===== config.mk =====
export PLATFORM = sky130hd
export DESIGN_NAME = multi_mode_ff_bank_flat
export DESIGN_NICKNAME = d
export VERILOG_FILES = /design/src/rtl/multi_mode_ff_bank_if.sv /design/src/rtl/multi_mode_ff_bank.sv /design/src/flat_wrapper.sv
export SDC_FILE = /design/constraint.sdc
export NUM_CORES = 1
export LEC_CHECK = 0
export BUFFER_PORTS_ARGS = -buffer_cell sky130_fd_sc_hd__buf_4
export CAP_MARGIN = 20
export CORE_MARGIN = 8
export CORE_UTILIZATION = 45
export CTS_CLUSTER_SIZE = 28
export DETAILED_ROUTE_END_ITERATION = 12
export MAX_ROUTING_LAYER = met4
export PLACE_DENSITY = 0.87
export SYNTH_ARGS = -nofsm -noshare
export SYNTH_HDL_FRONTEND = slang
export SYNTH_SLANG_ARGS = --single-unit

===== constraint.sdc =====
create_clock -name clk -period 1.3 [get_ports clk]
set_input_delay 0.26 -clock clk [delete_from_list [all_inputs] [get_ports clk]]
set_output_delay 0.26 -clock clk [all_outputs]
set_load 0.02 [all_outputs]

===== src/rtl/multi_mode_ff_bank_if.sv =====
// Stimulus/state bundle for multi_mode_ff_bank; err_cnt exists only when FF_BANK_ERRCNT_EN is defined.
interface multi_mode_ff_bank_if #(
  parameter int WIDTH     = 8,
  parameter int ERR_CNT_W = 8
);
  logic             en;
  logic [1:0]       mode;
  logic [WIDTH-1:0] a;
  logic [WIDTH-1:0] b;
  logic             err_clr;
  logic [WIDTH-1:0] q;
  logic [WIDTH-1:0] qn;
  logic             invalid;
  logic             err_sticky;
`ifdef FF_BANK_ERRCNT_EN
  logic [ERR_CNT_W-1:0] err_cnt;
`endif

  modport master (
    output en, mode, a, b, err_clr,
    input  q, qn, invalid, err_sticky
`ifdef FF_BANK_ERRCNT_EN
    , input err_cnt
`endif
  );

  modport slave (
    input  en, mode, a, b, err_clr,
    output q, qn, invalid, err_sticky
`ifdef FF_BANK_ERRCNT_EN
    , output err_cnt
`endif
  );
endinterface


===== src/rtl/multi_mode_ff_bank.sv =====
// WIDTH-channel SR/JK/D/T flip-flop bank with shared mode, enable and SR 1/1 error tracking.
// Optional saturating invalid-event counter enabled by FF_BANK_ERRCNT_EN.
module multi_mode_ff_bank #(
  parameter int WIDTH       = 8,
  parameter int SR11_POLICY = 0,
  parameter int ERR_CNT_W   = 8
) (
  input  logic                 clk,
  input  logic                 rst,
  multi_mode_ff_bank_if.slave  bus
);
  localparam logic [1:0] MODE_SR = 2'b00;
  localparam logic [1:0] MODE_JK = 2'b01;
  localparam logic [1:0] MODE_D  = 2'b10;
  localparam logic [1:0] MODE_T  = 2'b11;

  logic [WIDTH-1:0] r_q;
  logic [WIDTH-1:0] w_q_nxt;
  logic [WIDTH-1:0] w_sr_both;
  logic [WIDTH-1:0] w_sr_base;
  logic [WIDTH-1:0] w_sr_nxt;
  logic             w_invalid_evt;
  logic             r_invalid;
  logic             r_err_sticky;

  always_comb begin
    w_sr_both = bus.a & bus.b;
    // S-only sets, R-only clears; S=R=1 falls through as hold before the policy is applied.
    w_sr_base = (r_q | (bus.a & ~bus.b)) & ~(~bus.a & bus.b);
    case (SR11_POLICY)
      1:       w_sr_nxt = w_sr_base | w_sr_both;
      2:       w_sr_nxt = w_sr_base & ~w_sr_both;
      3:       w_sr_nxt = w_sr_base ^ w_sr_both;
      default: w_sr_nxt = w_sr_base;
    endcase
  end

  always_comb begin
    w_q_nxt = r_q;
    if (bus.en) begin
      case (bus.mode)
        MODE_SR: w_q_nxt = w_sr_nxt;
        MODE_JK: w_q_nxt = (bus.a & ~r_q) | (~bus.b & r_q);
        MODE_D:  w_q_nxt = bus.a;
        MODE_T:  w_q_nxt = r_q ^ bus.a;
        default: w_q_nxt = r_q;
      endcase
    end
  end

  assign w_invalid_evt = bus.en && (bus.mode == MODE_SR) && (|w_sr_both);

  always_ff @(posedge clk or negedge rst) begin
    if (!rst) begin
      r_q          <= '0;
      r_invalid    <= 1'b0;
      r_err_sticky <= 1'b0;
    end else begin
      r_q       <= w_q_nxt;
      r_invalid <= w_invalid_evt;
      // A new event outranks a clear arriving on the same edge.
      if (w_invalid_evt) begin
        r_err_sticky <= 1'b1;
      end else if (bus.err_clr) begin
        r_err_sticky <= 1'b0;
      end
    end
  end

`ifdef FF_BANK_ERRCNT_EN
  logic [ERR_CNT_W-1:0] r_err_cnt;

  always_ff @(posedge clk or negedge rst) begin
    if (!rst) begin
      r_err_cnt <= '0;
    end else if (bus.err_clr) begin
      r_err_cnt <= w_invalid_evt ? ERR_CNT_W'(1) : '0;
    end else if (w_invalid_evt && (r_err_cnt != '1)) begin
      r_err_cnt <= r_err_cnt + ERR_CNT_W'(1);
    end
  end

  assign bus.err_cnt = r_err_cnt;
`endif

  assign bus.q          = r_q;
  assign bus.qn         = ~r_q;
  assign bus.invalid    = r_invalid;
  assign bus.err_sticky = r_err_sticky;
endmodule


===== src/flat_wrapper.sv =====
// flat-port wrapper written by rule: the top's interface ports become plain ports
module multi_mode_ff_bank_flat 
#(
  parameter int WIDTH       = 8,
  parameter int SR11_POLICY = 0,
  parameter int ERR_CNT_W   = 8
)
  (clk, rst, bus_en, bus_mode, bus_a, bus_b, bus_err_clr, bus_q, bus_qn, bus_invalid, bus_err_sticky);
  multi_mode_ff_bank_if #(.WIDTH(WIDTH), .ERR_CNT_W(ERR_CNT_W)) bus_i ();
  input  logic clk;
  input  logic rst;
  input wire logic [$bits(bus_i.en)-1:0] bus_en;
  input wire logic [$bits(bus_i.mode)-1:0] bus_mode;
  input wire logic [$bits(bus_i.a)-1:0] bus_a;
  input wire logic [$bits(bus_i.b)-1:0] bus_b;
  input wire logic [$bits(bus_i.err_clr)-1:0] bus_err_clr;
  output wire logic [$bits(bus_i.q)-1:0] bus_q;
  output wire logic [$bits(bus_i.qn)-1:0] bus_qn;
  output wire logic [$bits(bus_i.invalid)-1:0] bus_invalid;
  output wire logic [$bits(bus_i.err_sticky)-1:0] bus_err_sticky;
  assign bus_i.en = bus_en;
  assign bus_i.mode = bus_mode;
  assign bus_i.a = bus_a;
  assign bus_i.b = bus_b;
  assign bus_i.err_clr = bus_err_clr;
  assign bus_q = bus_i.q;
  assign bus_qn = bus_i.qn;
  assign bus_invalid = bus_i.invalid;
  assign bus_err_sticky = bus_i.err_sticky;
  multi_mode_ff_bank #(.WIDTH(WIDTH), .SR11_POLICY(SR11_POLICY), .ERR_CNT_W(ERR_CNT_W)) u_core (.clk(clk), .rst(rst), .bus(bus_i));
endmodule

; After elaboration in Yosys (flattened, before gate mapping)
; Index checks and enable logic that the tools add are counted.
[classes]
muxes = 3
n_reduce_logical = 5
n_eq_ne = 3
n_bitwise = 13
[ops]
columns = op, n
row1 = 8-bit AND, 6
row2 = 8-bit NOT, 4
row3 = 8-bit one-hot mux with 4 select lines, 1
row4 = 8-bit bitwise OR, 2
row5 = 8-bit OR reduction, 1
row6 = 8-bit bitwise XOR, 1
row7 = "2-bit == test, second input constant", 2
row8 = "2-bit by 1-bit == test with 1-bit output, second input constant", 1
row9 = 1-bit logical AND, 2
row10 = 2-bit logical NOT, 1
row11 = 1-bit 2-to-1 mux, 2
row12 = 2-bit nonzero test, 1
[word_totals]
wordCells = 27
ff_bits = 10
out_inout_bits = 18
input_bits = 22

; Logic depth before layout (Yosys ltp)
[depth]
ltp_word = 5
ltp_mapped = 5

; Worst setup path after synthesis
; OpenSTA, ideal clock, no wires.
[synth_timing]
kind = register to register
startpoint = register u_core.r_q[7], in the netlist u_core.bus.q[7]
endpoint = register u_core.r_q[7], in the netlist u_core.bus.q[7]
path_buffers = 0
setup_slack_ps = 130
stages_incl_launch_ff = 4
t_arrival_ps = 1044
path_cell_list = dfrtp_1 -> inv_1 -> o21ai_0 -> a221o_1
[synth_between]
elab_chain_len = 4
[synth_lines]
columns = item, line
row1 = "start, declared", multi_mode_ff_bank.sv:17  ; logic [WIDTH-1:0] r_q;
row2 = "start signal, assigned", multi_mode_ff_bank.sv:59  ; r_q <= w_q_nxt;
row3 = 8-bit NOT, n/a
row4 = named net bus_qn[7], flat_wrapper.sv:18  ; output wire logic [$bits(bus_i.qn)-1:0] bus_qn;
row5 = 8-bit AND, multi_mode_ff_bank.sv:43  ; MODE_JK: w_q_nxt = (bus.a & ~r_q) | (~bus.b & r_q);
row6 = 8-bit bitwise OR, multi_mode_ff_bank.sv:43
row7 = 8-bit one-hot mux with 4 select lines, multi_mode_ff_bank.sv:41  ; case (bus.mode)
; The timed path passes the listed nets, and every way through them passes these cells.
; A chain may end at the register's enable or synchronous reset.

; Worst setup path after layout
[layout_timing]
startpoint = register u_core.r_q[7], in the netlist u_core.bus.q[7]
endpoint = output port bus_qn[7]
[layout_between]
elab_chain_len = 1
[layout_lines]
columns = item, line
row1 = 8-bit NOT, multi_mode_ff_bank.sv:87  ; assign bus.qn = ~r_q;
row2 = "end, declared", flat_wrapper.sv:18
; No other way between the ends.

==> reports/metrics.cfg <==
[floorplan]
die_area_um2=3520
floorplan.rows=15
die-height_um=59.3
initial_cell_density_of_the_core_pct=48.3
core_area_um2=1750
number_of_top_level_pins=40
die_w_um=59.3

[route]
detail_route.wirelength_mm=2.48
detail_route.drc_violations=0
detailed_router_iteration_count_before_antenna_repair=4
route.detailed.vias_per_inst=5.66
routed-via-count=923
wl_met3_um=240
uppermost_layer_routed=met4
route.layer.met1.wl_mm=1.03
drt_first_iter_violations=24
antenna_violating_nets_post_route=0
met2RoutedLength_mm=1.16
routedWlPerCell_um=15.2

[layout]
stdcell_area_um2=1140
final_net_count=162
fillerInstances=166
seq_area_um2=250
multiInputGateArea_um2=498
antenna_cells=0
final_layout_size_suffix_gt1_share_pct=32.6
final_util_pct=65.2
syn_to_final_growth_pct=35.0

[worst_hold_path]
min-delay-start=bus_a[3]
timing.hold.worst_path_depth=2
hp-class=primary input to flip-flop
end_of_the_worst_hold_path=u_core.bus.q[3]

[worst_setup_path]
timing.rr.end=u_core.bus.q[3]
cp.required_ns=1.04
critical_path.max_stage_delay_ns=0.42
critical_path.cell_chain=inv_1 > buf_4
cp.buffers_inverters=2
critical_path.startpoint=u_core.bus.q[7]
critical-path-top-delay-family=flip-flops
setup.reg_to_reg.worst_slack_ns=0.26
rr_startpoint=u_core.bus.q[3]
path_class=flip-flop to output port
arrival_ns=0.96
slowest_stage=sky130_fd_sc_hd__dfrtp_1
timing.critical_path.fanout_max=5
crit_path_end_kind=output port
timing.critical_path.from_type=flip-flop
number_of_cells_on_the_critical_path=2
r2r_cells=3

[logic_synthesis]
synth_area_leaders=sky130_fd_sc_hd__dfrtp_1, sky130_fd_sc_hd__nand3b_1, sky130_fd_sc_hd__nand2_1
yosys.area.top_type=sky130_fd_sc_hd__dfrtp_1
synthesis.area_per_instance_um2=8.19
netlist_area_um2=843
synth.net_count=125
synthDistinctLibCells=29
yosys_warnings=0
postSynthRegisterBits=10
yosysSeqAreaShare_pct=29.7
netlist.area_leader.share_pct=29.7
cell_count_after_synthesis=103

[clock_network]
clock_tree.buffer_depth=2
post-cts-setup-buffers=0
worstSkewPairLatency_ns=0.27
clkTransAtPathRegs_ns=0.06
ctsHtreeMaxLevel=1
cts_tree=done
cts-buffers-inserted=3
cts_root_buf=sky130_fd_sc_hd__clkbuf_4
clock_sink_count=10

[timing]
finalSetupViolCount=0
number_of_max_slew_violations_in_the_final_report=0
timing_worst_slew_pin_value_ns=0.286
timing.fmax_ghz=0.819
finalHoldViolCount=0
slew-limit-headroom_pct=80.9
grt_setup_unrepaired=false
fin_hold_ws_ns=0.251
finalCritPeriodShare_pct=93.9
clock-skew-final_ns=0
setup-tns-final_ns=0
finalWorstPathRequiredPeriod_ns=1.22

[grt]
grt_pass1_wl_mm=4.01
global_route.usage.total_pct=15.0
grt_pass1_vias=869
grt_antenna_before_repair=0
global_route.overflow_total=0
pin_count_of_the_biggest_net_entering_global_routing=34

[pwr]
powerDensity_nw_per_um2=1270
cellLeakagePower_nw=0.528
worst_ir_drop_vdd_uv=892
finalPower_w=0.00144

[placed_design]
globalplace.congestion=0.769
detailedPlacementHpwl_mm=1.86
dpl_cell_area_um2=1110
portBuffers=39

[job]
drv_cap=0

[run_status]
outcome=completed

[cell families (layout without fill, tap and decap cells)]
| family | count (synthesis) | in the layout | share of synthesized area [%] |
|---|---|---|---|
| AND/OR/NAND/NOR | 34 | 34 | 22.8 |
| buffers and inverters | 17 | 52 | 11.3 |
| flip-flops | 10 | 10 | 29.7 |
| AO/OA/AOI/OAI | 42 | 42 | 36.2 |
[worst reg2reg max path, cell delays in order, from the launching register on]
cell and delay, ns:
sky130_fd_sc_hd__dfrtp_1 0.42, sky130_fd_sc_hd__nand3b_1 0.13, sky130_fd_sc_hd__o21ai_0 0.08, sky130_fd_sc_hd__a211o_1 0.30
[cell usage in the layout, fill, tap and decap left out, drive strengths merged]
cell	Yosys	layout
buf	8	39
nand2	13	13
o21ai	12	12
nand3b	11	11
dfrtp	10	10
inv	9	9
a21oi	5	5
a22oi	4	4
nor2	4	4
o32ai	4	4
a221o	4	4
nand2b	3	3
o2111ai	3	3
o22ai	3	3
a32o	3	3
clkbuf	0	3
nand4	1	1
nor3b	1	1
and2	1	1
o21a	1	1
a21boi	1	1
a211o	1	1
a22o	1	1
dlygate4sd3	0	1
[stage by stage]
step	cells	setup slack, ns
3_5_place_dp	159	0.152
5_1_grt	163	0.0305
3_3_place_gp	159	0.178
4_1_cts	163	0.0785
2_1_floorplan	103	0.130
6_report	163	0.0795
[repair_timing]
item	in CTS	in global routing
hold buffers	1	0
resized for setup	0	0
hold endpoints to repair	10	0
[registers in the layout, summed over array words and instances, names as in the netlist]
name                   count
u_core.bus.q               8
u_core.bus.err_sticky      1
u_core.bus.invalid         1
[Yosys cell counts, drive strengths merged]
library cell   n
nor2           4
o22ai          3
nand2b         3
a32o           3
inv            9
a21oi          5
and2           1
a211o          1
nand2         13
a22oi          4
nand3b        11
a221o          4
buf            8
nor3b          1
o21ai         12
dfrtp         10
o21a           1
o32ai          4
nand4          1
o2111ai        3
a21boi         1
a22o           1
[worst max-delay path by stage]
stage                            to
floorplan           u_core.bus.q[7]
global placement    u_core.bus.q[3]
detailed placement  u_core.bus.q[5]
CTS                       bus_qn[7]
global route              bus_qn[7]
finish                    bus_qn[7]
[layout make-up]
type,count,area share (%)
clock buffers,3,1.98
repair buffers,40,26.6
multi-input cells,76,43.7
flip-flops and latches,10,22.0
well taps,25,2.75
inverters,9,2.97
[per-layer routing]
layer	up-vias	GRT usage [%]
met2	35	21.4
met4	0	6.14
li1	460	-
met1	421	17.8
met3	7	6.72
met5	-	-
[power breakdown]
group,internal [W],leakage (nW),switching (W),total [W]
Clock,0.000107,0.0138,0.000110,0.000217
Combinational,0.000351,0.396,0.000410,0.000761
Sequential,0.000380,0.118,0.0000848,0.000465
Total,0.000838,0.528,0.000605,0.00144
(Power assumes the default switching activity.)
